--- config.mk ---
export PLATFORM = sky130hd
export DESIGN_NAME = fetch_unit
export DESIGN_NICKNAME = d
export VERILOG_FILES = /design/src/rtl/fetch_unit.sv
export SDC_FILE = /design/constraint.sdc
export NUM_CORES = 1
export LEC_CHECK = 0
export CAP_MARGIN = 20
export CORE_UTILIZATION = 50
export DETAILED_ROUTE_END_ITERATION = 12
export GPL_ROUTABILITY_DRIVEN = 0
export PLACE_DENSITY = 0.81
export SYNTH_ARGS = -nofsm -noshare
export SYNTH_HDL_FRONTEND = slang
export SYNTH_SLANG_ARGS = --single-unit
--- constraint.sdc ---
create_clock -name Clk -period 4.33 [get_ports Clk]
set_clock_uncertainty 0.15 [all_clocks]
set_input_delay 0.6495 -clock Clk [delete_from_list [all_inputs] [get_ports Clk]]
set_output_delay 0.6495 -clock Clk [all_outputs]
set_load 0.03 [all_outputs]
--- src/rtl/fetch_unit.sv ---
// fetch_unit: program-counter / fetch sequencer for the instruction ROM.
// ProgCtr is the ROM address. The PC advances sequentially, or takes an absolute
// or PC-relative branch, and it honours stall and halt requests. Start/Done form
// the handshake with the test harness. InstCount counts PC advances since the
// last Start and saturates at its maximum value.
module fetch_unit #(
   parameter int              PC_W       = 10,
   parameter int              OFF_W      = 8,
   parameter int              CNT_W      = 16,
   parameter logic [PC_W-1:0] START_ADDR = {PC_W{1'b0}}
) (
   input  logic              Clk,
   input  logic              Reset,
   input  logic              Start,
   input  logic              Stall,
   input  logic              HaltReq,
   input  logic              BranchEn,
   input  logic              BranchRel,
   input  logic [PC_W-1:0]   BranchTarget,
   input  logic [OFF_W-1:0]  BranchOffset,
   output logic [PC_W-1:0]   ProgCtr,
   output logic              Running,
   output logic              Done,
   output logic [CNT_W-1:0]  InstCount
);

   typedef enum logic [1:0] {
      S_IDLE   = 2'd0,
      S_RUN    = 2'd1,
      S_HALTED = 2'd2
   } state_t;

   state_t           r_state;
   logic [PC_W-1:0]  r_pc;
   logic [CNT_W-1:0] r_cnt;

   state_t           w_state_nx;
   logic [PC_W-1:0]  w_pc_nx;
   logic [CNT_W-1:0] w_cnt_nx;
   logic [PC_W-1:0]  w_off_ext;
   logic [CNT_W-1:0] w_cnt_inc;

   // The relative offset is sign-extended to PC width. The addition then wraps modulo 2^PC_W.
   assign w_off_ext = {{(PC_W-OFF_W){BranchOffset[OFF_W-1]}}, BranchOffset};

   // The fetch counter sticks at all-ones instead of wrapping.
   assign w_cnt_inc = (r_cnt == {CNT_W{1'b1}}) ? r_cnt
                                               : r_cnt + {{(CNT_W-1){1'b0}}, 1'b1};

   // Next-state, next-PC and next-count selection. In RUN the priority is halt > stall > branch > sequential.
   always_comb begin
      w_state_nx = r_state;
      w_pc_nx    = r_pc;
      w_cnt_nx   = r_cnt;
      case (r_state)
         S_IDLE, S_HALTED: begin
            // Start beats a simultaneous HaltReq here, because a halt only means something in RUN.
            if (Start) begin
               w_state_nx = S_RUN;
               w_pc_nx    = START_ADDR;
               w_cnt_nx   = {CNT_W{1'b0}};
            end else begin
               w_state_nx = r_state;
               w_pc_nx    = r_pc;
               w_cnt_nx   = r_cnt;
            end
         end
         S_RUN: begin
            if (HaltReq) begin
               w_state_nx = S_HALTED;
            end else if (Stall) begin
               // A branch presented during a stall is dropped. The source must hold it.
               w_pc_nx  = r_pc;
               w_cnt_nx = r_cnt;
            end else if (BranchEn) begin
               if (BranchRel) begin
                  w_pc_nx = r_pc + w_off_ext;
               end else begin
                  w_pc_nx = BranchTarget;
               end
               w_cnt_nx = w_cnt_inc;
            end else begin
               w_pc_nx  = r_pc + {{(PC_W-1){1'b0}}, 1'b1};
               w_cnt_nx = w_cnt_inc;
            end
         end
         default: begin
            w_state_nx = S_IDLE;
            w_pc_nx    = {PC_W{1'b0}};
            w_cnt_nx   = {CNT_W{1'b0}};
         end
      endcase
   end

   // State, PC and counter registers. An asynchronous reset returns them all to idle values.
   always_ff @(posedge Clk or negedge Reset) begin
      if (!Reset) begin
         r_state <= S_IDLE;
         r_pc    <= {PC_W{1'b0}};
         r_cnt   <= {CNT_W{1'b0}};
      end else begin
         r_state <= w_state_nx;
         r_pc    <= w_pc_nx;
         r_cnt   <= w_cnt_nx;
      end
   end

   assign ProgCtr   = r_pc;
   assign InstCount = r_cnt;
   assign Running   = (r_state == S_RUN);
   assign Done      = (r_state == S_HALTED);

endmodule

==> out/results.md, run 1 <==
## Floorplanning
* std cell rows: 23
* full die area: 4490 um2
* I/O Pins: 53
* Die Ht: 67.0 um
* effective utilization at floorplan: 0.524
* die span in x: 67.0 um
* CORE AREA: 4030 um2

## Timing
* number of slew-limit violations in the final report: 0
* final setup violating endpoints: 0
* total negative slack: 0 ns
* Fmax achieved: 345 MHz
* final worst-path cycle share: 0.669
* min cycle time layout: 2.90 ns
* RSZ-0062 raised after global routing: false
* number of hold violations in the final report: 0
* worst rel slew slack: 0.444
* slew at the pin closest to its max-slew limit: 0.831 ns

## Job
* number of violations of the max-capacitance limit: 0

## Global routing
* overall track demand over capacity in global routing: 0.256
* initial antenna violation count: 0
* remaining global-route overflow: 0
* largest net degree at the start of global routing: 29
* global-route wire length before repair: 8760 um
* number of global-route vias before repair: 1974

## Clock network
* Post-CTS Repair Setup Buffers: 0
* largest buffer count on any clock path: 2
* clk sinks: 28
* Resized cells post-CTS: 0
* H-Tree Level Count: 1
* root cell of the clock tree: sky130_fd_sc_hd__clkbuf_8
* hold_buf cts: 0
* clk slew on worst S/H paths: 0.10 ns
* TritonCTS clock tree: done
* total clock buffers created by CTS: 3
* later-pin clock latency in the skew report: 0.27 ns

## Synth
* share of Yosys cell area claimed by the top area cell type: 0.332
* ys async rst share: 1.00
* cell count after synthesis: 250
* cells taking the most area after synthesis: sky130_fd_sc_hd__dfrtp_1 33%, sky130_fd_sc_hd__ha_1 6.5%, sky130_fd_sc_hd__nor2_1 5.5%
* mean instance size in the synthesized netlist: 8.44 um2
* count of yosys warnings during synthesis: 0
* Synth Cell Area: 2110 um2
* register bit total from synthesis: 28
* number of synthesized flops with an enable pin: 0
* cell type contributing the most total cell area after synthesis: sky130_fd_sc_hd__dfrtp_1
* main flop type after synthesis: sky130_fd_sc_hd__dfrtp_1
* Net Count, Synth: 287
* number of distinct library cell variants in the gate-level netlist after synthesis: 49
* register area share after synthesis: 0.332

## Routing
* drc violations: 0
* routed wire length: 5390 um
* number of DRC markers in iteration 0: 107
* antenna-violating nets left: 0
* routed len/inst: 15.3 um
* first-pass iteration count of the detailed router: 4
* routed via count: 2088
* via density per instance: 5.93

## Cells and area
* # diodes: 0
* Non-Filler Cell Area, Final: 2740 um2
* Finished Layout Cells: 352
* number of nets in the final layout: 340
* signed area change from the synthesized netlist to the final layout: 29.7%
* fillers: 346
* commonest cells after routing, fill and taps aside: 52 x sky130_fd_sc_hd__clkdlybuf4s50_1, 31 x sky130_fd_sc_hd__nor2_1, 28 x sky130_fd_sc_hd__dfrtp_1
* most frequent standard cell in the layout excluding fill and tap cells: sky130_fd_sc_hd__clkdlybuf4s50_1
* fraction of layout instances using a drive strength above 1: 0.0563
* share of the core filled with cells in the final layout: 0.680

## Run status
* status: finished, final reports clean

## Pwr
* power per cell area: 283 nW/um2
* largest vdd supply drop: 0.306 mV
* reported leakage power: 1.11 nW

## Setup path
* arrival time at the worst endpoint: 2.94 ns
* Critical Path End Type: register
* crit path kind: input pin to register
* Crit Path Max Fanout: 3
* Critical Path Start Type: input pin
* required time of the worst setup path: 4.37 ns

## Placed design
* number of instances in the placed design: 348
* half-perimeter wire length after detailed placement: 4150 um
* standard cell area after detailed placement: 2680 um2
* Port-buffer cells: 52

## Worst hold path
* type of the worst min-delay path: register to register

[power breakdown]
group	switching, mW	total (mW)	internal (mW)	leakage [nW]
clock	0.0833	0.165	0.0814	0.0288
combinational	0.166	0.291	0.125	0.698
sequential	0.0378	0.320	0.282	0.385
[Yosys cell counts (all sizes together) (2+ instances only)]
cell / instances
nor2: 32
dfrtp: 28
nand2: 22
a21oi: 21
o21ai: 19
inv: 14
ha: 11
xor2: 10
nand3: 9
nor3: 9
xnor2: 6
clkbuf: 5
nand4: 5
and3: 4
nand2b: 4
o22ai: 4
a21o: 3
mux2: 3
mux2i: 3
nor2b: 3
nor3b: 3
o21a: 3
or3: 3
a221oi: 2
a22o: 2
a31oi: 2
o211ai: 2
o31ai: 2
[final cells by class]
class                   instances  area (um2)  area share
multi-input cells             203        1340       0.489
flip-flops and latches         28         701       0.256
repair buffers                 53         528       0.193
well taps                      50        62.6      0.0229
clock buffers                   4        55.1      0.0201
inverters                      14        52.6      0.0192
[metrics by stage]
stage | power [mW] | setup slack, ns | hold slack (ns)
3_5_place_dp | 0.615 | 1.14 | 0.394
2_1_floorplan | 0.502 | 1.88 | 0.204
4_1_cts | 0.779 | 1.45 | 0.415
5_1_grt | 0.821 | 1.27 | 0.468
6_report | 0.776 | 1.43 | 0.421
3_3_place_gp | 0.609 | 1.27 | 0.391
[worst paths after layout]
check	startpoint	slack [ns]	cells after the start	end
setup / recovery	BranchOffset[0]	1.43	10	ProgCtr[8]
hold / removal	InstCount[0]	0.42	1	InstCount[0]
setup reg to reg	ProgCtr[0]	1.72	9	ProgCtr[8]
hold reg to reg	InstCount[0]	0.42	1	InstCount[0]
max in group asynchronous	Reset	3.17	2	InstCount[2]
min in group asynchronous	Reset	0.60	2	r_state[0]
[critical path, cell delays in order]
cell and delay, ns:
sky130_fd_sc_hd__clkdlybuf4s50_1 0.46, sky130_fd_sc_hd__ha_1 0.18, sky130_fd_sc_hd__inv_1 0.07, sky130_fd_sc_hd__fa_1 0.40
sky130_fd_sc_hd__nand2b_1 0.19, sky130_fd_sc_hd__a21oi_1 0.18, sky130_fd_sc_hd__o21ai_0 0.15, sky130_fd_sc_hd__a221oi_1 0.33
sky130_fd_sc_hd__xnor2_1 0.12, sky130_fd_sc_hd__o31ai_1 0.19
[logic make-up after synthesis]
kind of cell    Yosys count  share of synthesized area
simple gates             98                      0.236
compound gates           71                      0.227
flops                    28                      0.332
buf+inv                  19                     0.0338
xor+xnor                 16                     0.0664
fa+ha+maj                12                     0.0747
mux                       6                     0.0302
[sequential cells by signal, summed over array words and instances, names as in the netlist]
register / cells
InstCount: 16
ProgCtr: 10
r_state: 2
[routing by layer]
layer | track usage | part of all wire
met1 | 0.333 | 0.45
met2 | 0.437 | 0.49
met3 | 0.0274 | 0.043
met4 | 0.0824 | 0.019
met5 | 0 | 0
(Power assumes the default switching activity.)
==> run 2, diff against run 1 <==
==> constraint.sdc (replaced) <==
create_clock -name Clk -period 2.67 [get_ports Clk]
set_clock_uncertainty 0.15 [all_clocks]
set_input_delay 0.4005 -clock Clk [delete_from_list [all_inputs] [get_ports Clk]]
set_output_delay 0.4005 -clock Clk [all_outputs]
set_load 0.03 [all_outputs]
==> run 2 against run 1 <==
Against the previous run:
- clock power is 60% higher
- worst hold slack lost 0.085 ns
- critical path depth stayed put
- flip-flop and latch count unchanged
- first-iteration DRC count grew 26%
- design area is 2.4% higher
- clock-buffer cell count did not move
- sequential share of layout area decreased by 0.61 points
- critical endpoint unchanged
- largest cell class unchanged
==> out/results.md, run 2 (same netlist as run 1, synthesis figures left out) <==
## Timing
* RSZ-0062 raised after global routing: false
* min cycle time layout: 2.49 ns
* slew at the pin closest to its max-slew limit: 0.432 ns, -0.399 ns
* Fmax achieved: 402 MHz
* final setup violating endpoints: 0, unchanged
* number of slew-limit violations in the final report: 0, unchanged
* final worst-path cycle share: 0.931
* worst rel slew slack: 0.712, +0.268
* number of hold violations in the final report: 0, unchanged

## Clock network
* later-pin clock latency in the skew report: 0.28 ns, about the same
* total clock buffers created by CTS: 3, unchanged
* clk slew on worst S/H paths: 0.10 ns, about the same
* Post-CTS Repair Setup Buffers: 0, unchanged
* root cell of the clock tree: sky130_fd_sc_hd__clkbuf_8
* H-Tree Level Count: 1, unchanged
* largest buffer count on any clock path: 2, unchanged
* TritonCTS clock tree: done
* hold_buf cts: 0, unchanged
* clk sinks: 28, unchanged

## Pwr
* reported leakage power: 1.15 nW, +3.7%
* internal portion of total power: 809 uW, +65%
* Switching Power: 465 uW, +62%
* clock network power share: 0.207, -0.005
* power per cell area: 454 nW/um2, +60%
* largest vdd supply drop: 0.466 mV, +52%
* logic gate share of total power: 0.386, +0.011
* Switching Fraction: 0.365, -0.00482
* sequential share of power: 0.407, -0.006

## Setup path
* critical path capture point: ProgCtr[8]
* FF-to-FF Start: ProgCtr[0]
* crit path kind: input pin to register
* FF-to-FF End: ProgCtr[8]
* Critical Path End Type: register
* required time of the worst setup path: 2.71 ns, -1.66 ns
* Critical Path Start Type: input pin
* Crit Path Max Fanout: 2, -1
* depth of the most critical reg-to-reg path: 9, unchanged
* arrival time at the worst endpoint: 2.53 ns, -0.41 ns
* Reg2Reg Setup Slack: 0.26 ns, -1.46 ns
* Setup crit start: BranchOffset[0]

## Global routing
* global-route track usage on met3: 0.0411, +0.0137
* global-route met1 utilization: 0.332, -0.000692
* grt peak-use layer: met2
* initial antenna violation count: 0, unchanged
* remaining global-route overflow: 0, unchanged
* overall track demand over capacity in global routing: 0.240, -0.0158
* met2 track demand over resource in global routing: 0.386, -0.0505
* number of global-route vias before repair: 1854, -6.1%
* largest net degree at the start of global routing: 29, unchanged
* global-route wire length before repair: 8250 um, -5.8%

## Cells and area
* Non-Filler Cell Area, Final: 2800 um2, +2.4%
* signed area change from the synthesized netlist to the final layout: 32.8%
* # diodes: 0, unchanged
* fraction of layout instances using a drive strength above 1: 0.0841, +0.0279
* commonest cells after routing, fill and taps aside: 52 x sky130_fd_sc_hd__clkdlybuf4s50_1, 31 x sky130_fd_sc_hd__nor2_1, 28 x sky130_fd_sc_hd__dfrtp_1
* Finished Layout Cells: 359, +2.0%
* share of the core filled with cells in the final layout: 0.696, +0.0165
* Largest register FFs: 16, unchanged
* number of nets in the final layout: 347, +2.1%
* most frequent standard cell in the layout excluding fill and tap cells: sky130_fd_sc_hd__clkdlybuf4s50_1

## Routing
* via density per instance: 5.76, -2.9%
* number of DRC markers in iteration 0: 135, +26%
* routed len/inst: 14.2 um, -7.3%
* antenna-violating nets left: 0, unchanged
* drc violations: 0, unchanged
* first-pass iteration count of the detailed router: 5, +1
* routed wire length: 5100 um, -5.5%
* routed via count: 2067, -1.0%

## Floorplanning
* CORE AREA: 4030 um2, unchanged
* I/O Pins: 53, unchanged
* die span in x: 67.0 um, unchanged
* std cell rows: 23, unchanged
* Die Ht: 67.0 um, unchanged
* effective utilization at floorplan: 0.524, unchanged
* full die area: 4490 um2, unchanged

## Run status
* status: finished, final reports clean

## Job
* number of violations of the max-capacitance limit: 0, unchanged

## Worst hold path
* type of the worst min-delay path: input pin to async pin

## Placed design
* standard cell area after detailed placement: 2740 um2, +2.0%
* Port-buffer cells: 52, unchanged
* number of instances in the placed design: 355, +2.0%
* half-perimeter wire length after detailed placement: 3920 um, -5.5%

-- run 2: repair_timing --
action / CTS / global route
hold endpoints to repair: 0 / 0
setup endpoints to repair: 0 / 2
gates resized for setup: 0 / 3
-- run 2: worst min path at each step --
stage                    start             to  slack (ns)  depth (start not counted)
CTS                      Reset  InstCount[12]        0.35                          2
detailed placement  ProgCtr[9]     ProgCtr[9]        0.39                          1
finish                   Reset  InstCount[12]        0.34                          2
global placement    ProgCtr[9]     ProgCtr[9]        0.39                          1
global route             Reset     ProgCtr[0]        0.37                          2
floorplan                Reset   InstCount[0]       -0.05                          0
-- run 2: metrics by stage --
stage	setup slack [ns]	power (mW)	hold slack, ns	setup TNS, ns
2_1_floorplan	0.216	0.814	-0.0451	0
3_3_place_gp	-0.108	1.01	0.391	-0.172
3_5_place_dp	-0.155	1.01	0.392	-0.263
4_1_cts	0.123	1.28	0.346	0
5_1_grt	0.00653	1.35	0.365	0
6_report	0.185	1.27	0.336	0
-- run 2: power groups by stage --
| stage | clock network (mW) | logic (mW) | registers (mW) |
|---|---|---|---|
| final | 0.264 | 0.492 | 0.518 |
| after global routing | 0.288 | 0.536 | 0.526 |
| after CTS | 0.270 | 0.488 | 0.518 |
| after detailed placement | 0 | 0.484 | 0.526 |
| after global placement | 0 | 0.481 | 0.526 |
| after floorplan | 0 | 0.244 | 0.570 |
-- run 2: worst max-delay path: stages --
cell,delay [ns]
sky130_fd_sc_hd__clkdlybuf4s50_1,0.46
sky130_fd_sc_hd__ha_1,0.16
sky130_fd_sc_hd__inv_1,0.05
sky130_fd_sc_hd__fa_1,0.38
sky130_fd_sc_hd__nand2b_1,0.17
sky130_fd_sc_hd__a21oi_1,0.19
sky130_fd_sc_hd__o21ai_1,0.12
sky130_fd_sc_hd__a221oi_2,0.29
sky130_fd_sc_hd__xnor2_1,0.10
sky130_fd_sc_hd__o31ai_1,0.19
-- run 2: area by class of cell --
type,instances,area (um2)
inverter,14,52.6
tap,50,62.6
multi-input combinational,203,1350
fill,319,1220
timing repair buffer,60,581
clock buffer,4,55.1
sequential,28,701
-- run 2: per-layer routing --
metal	share of wire	vias to the layer above
met2	0.47	60
met4	0.0092	0
met1	0.47	975
met3	0.057	7
met5	0	-
li1	-	1025
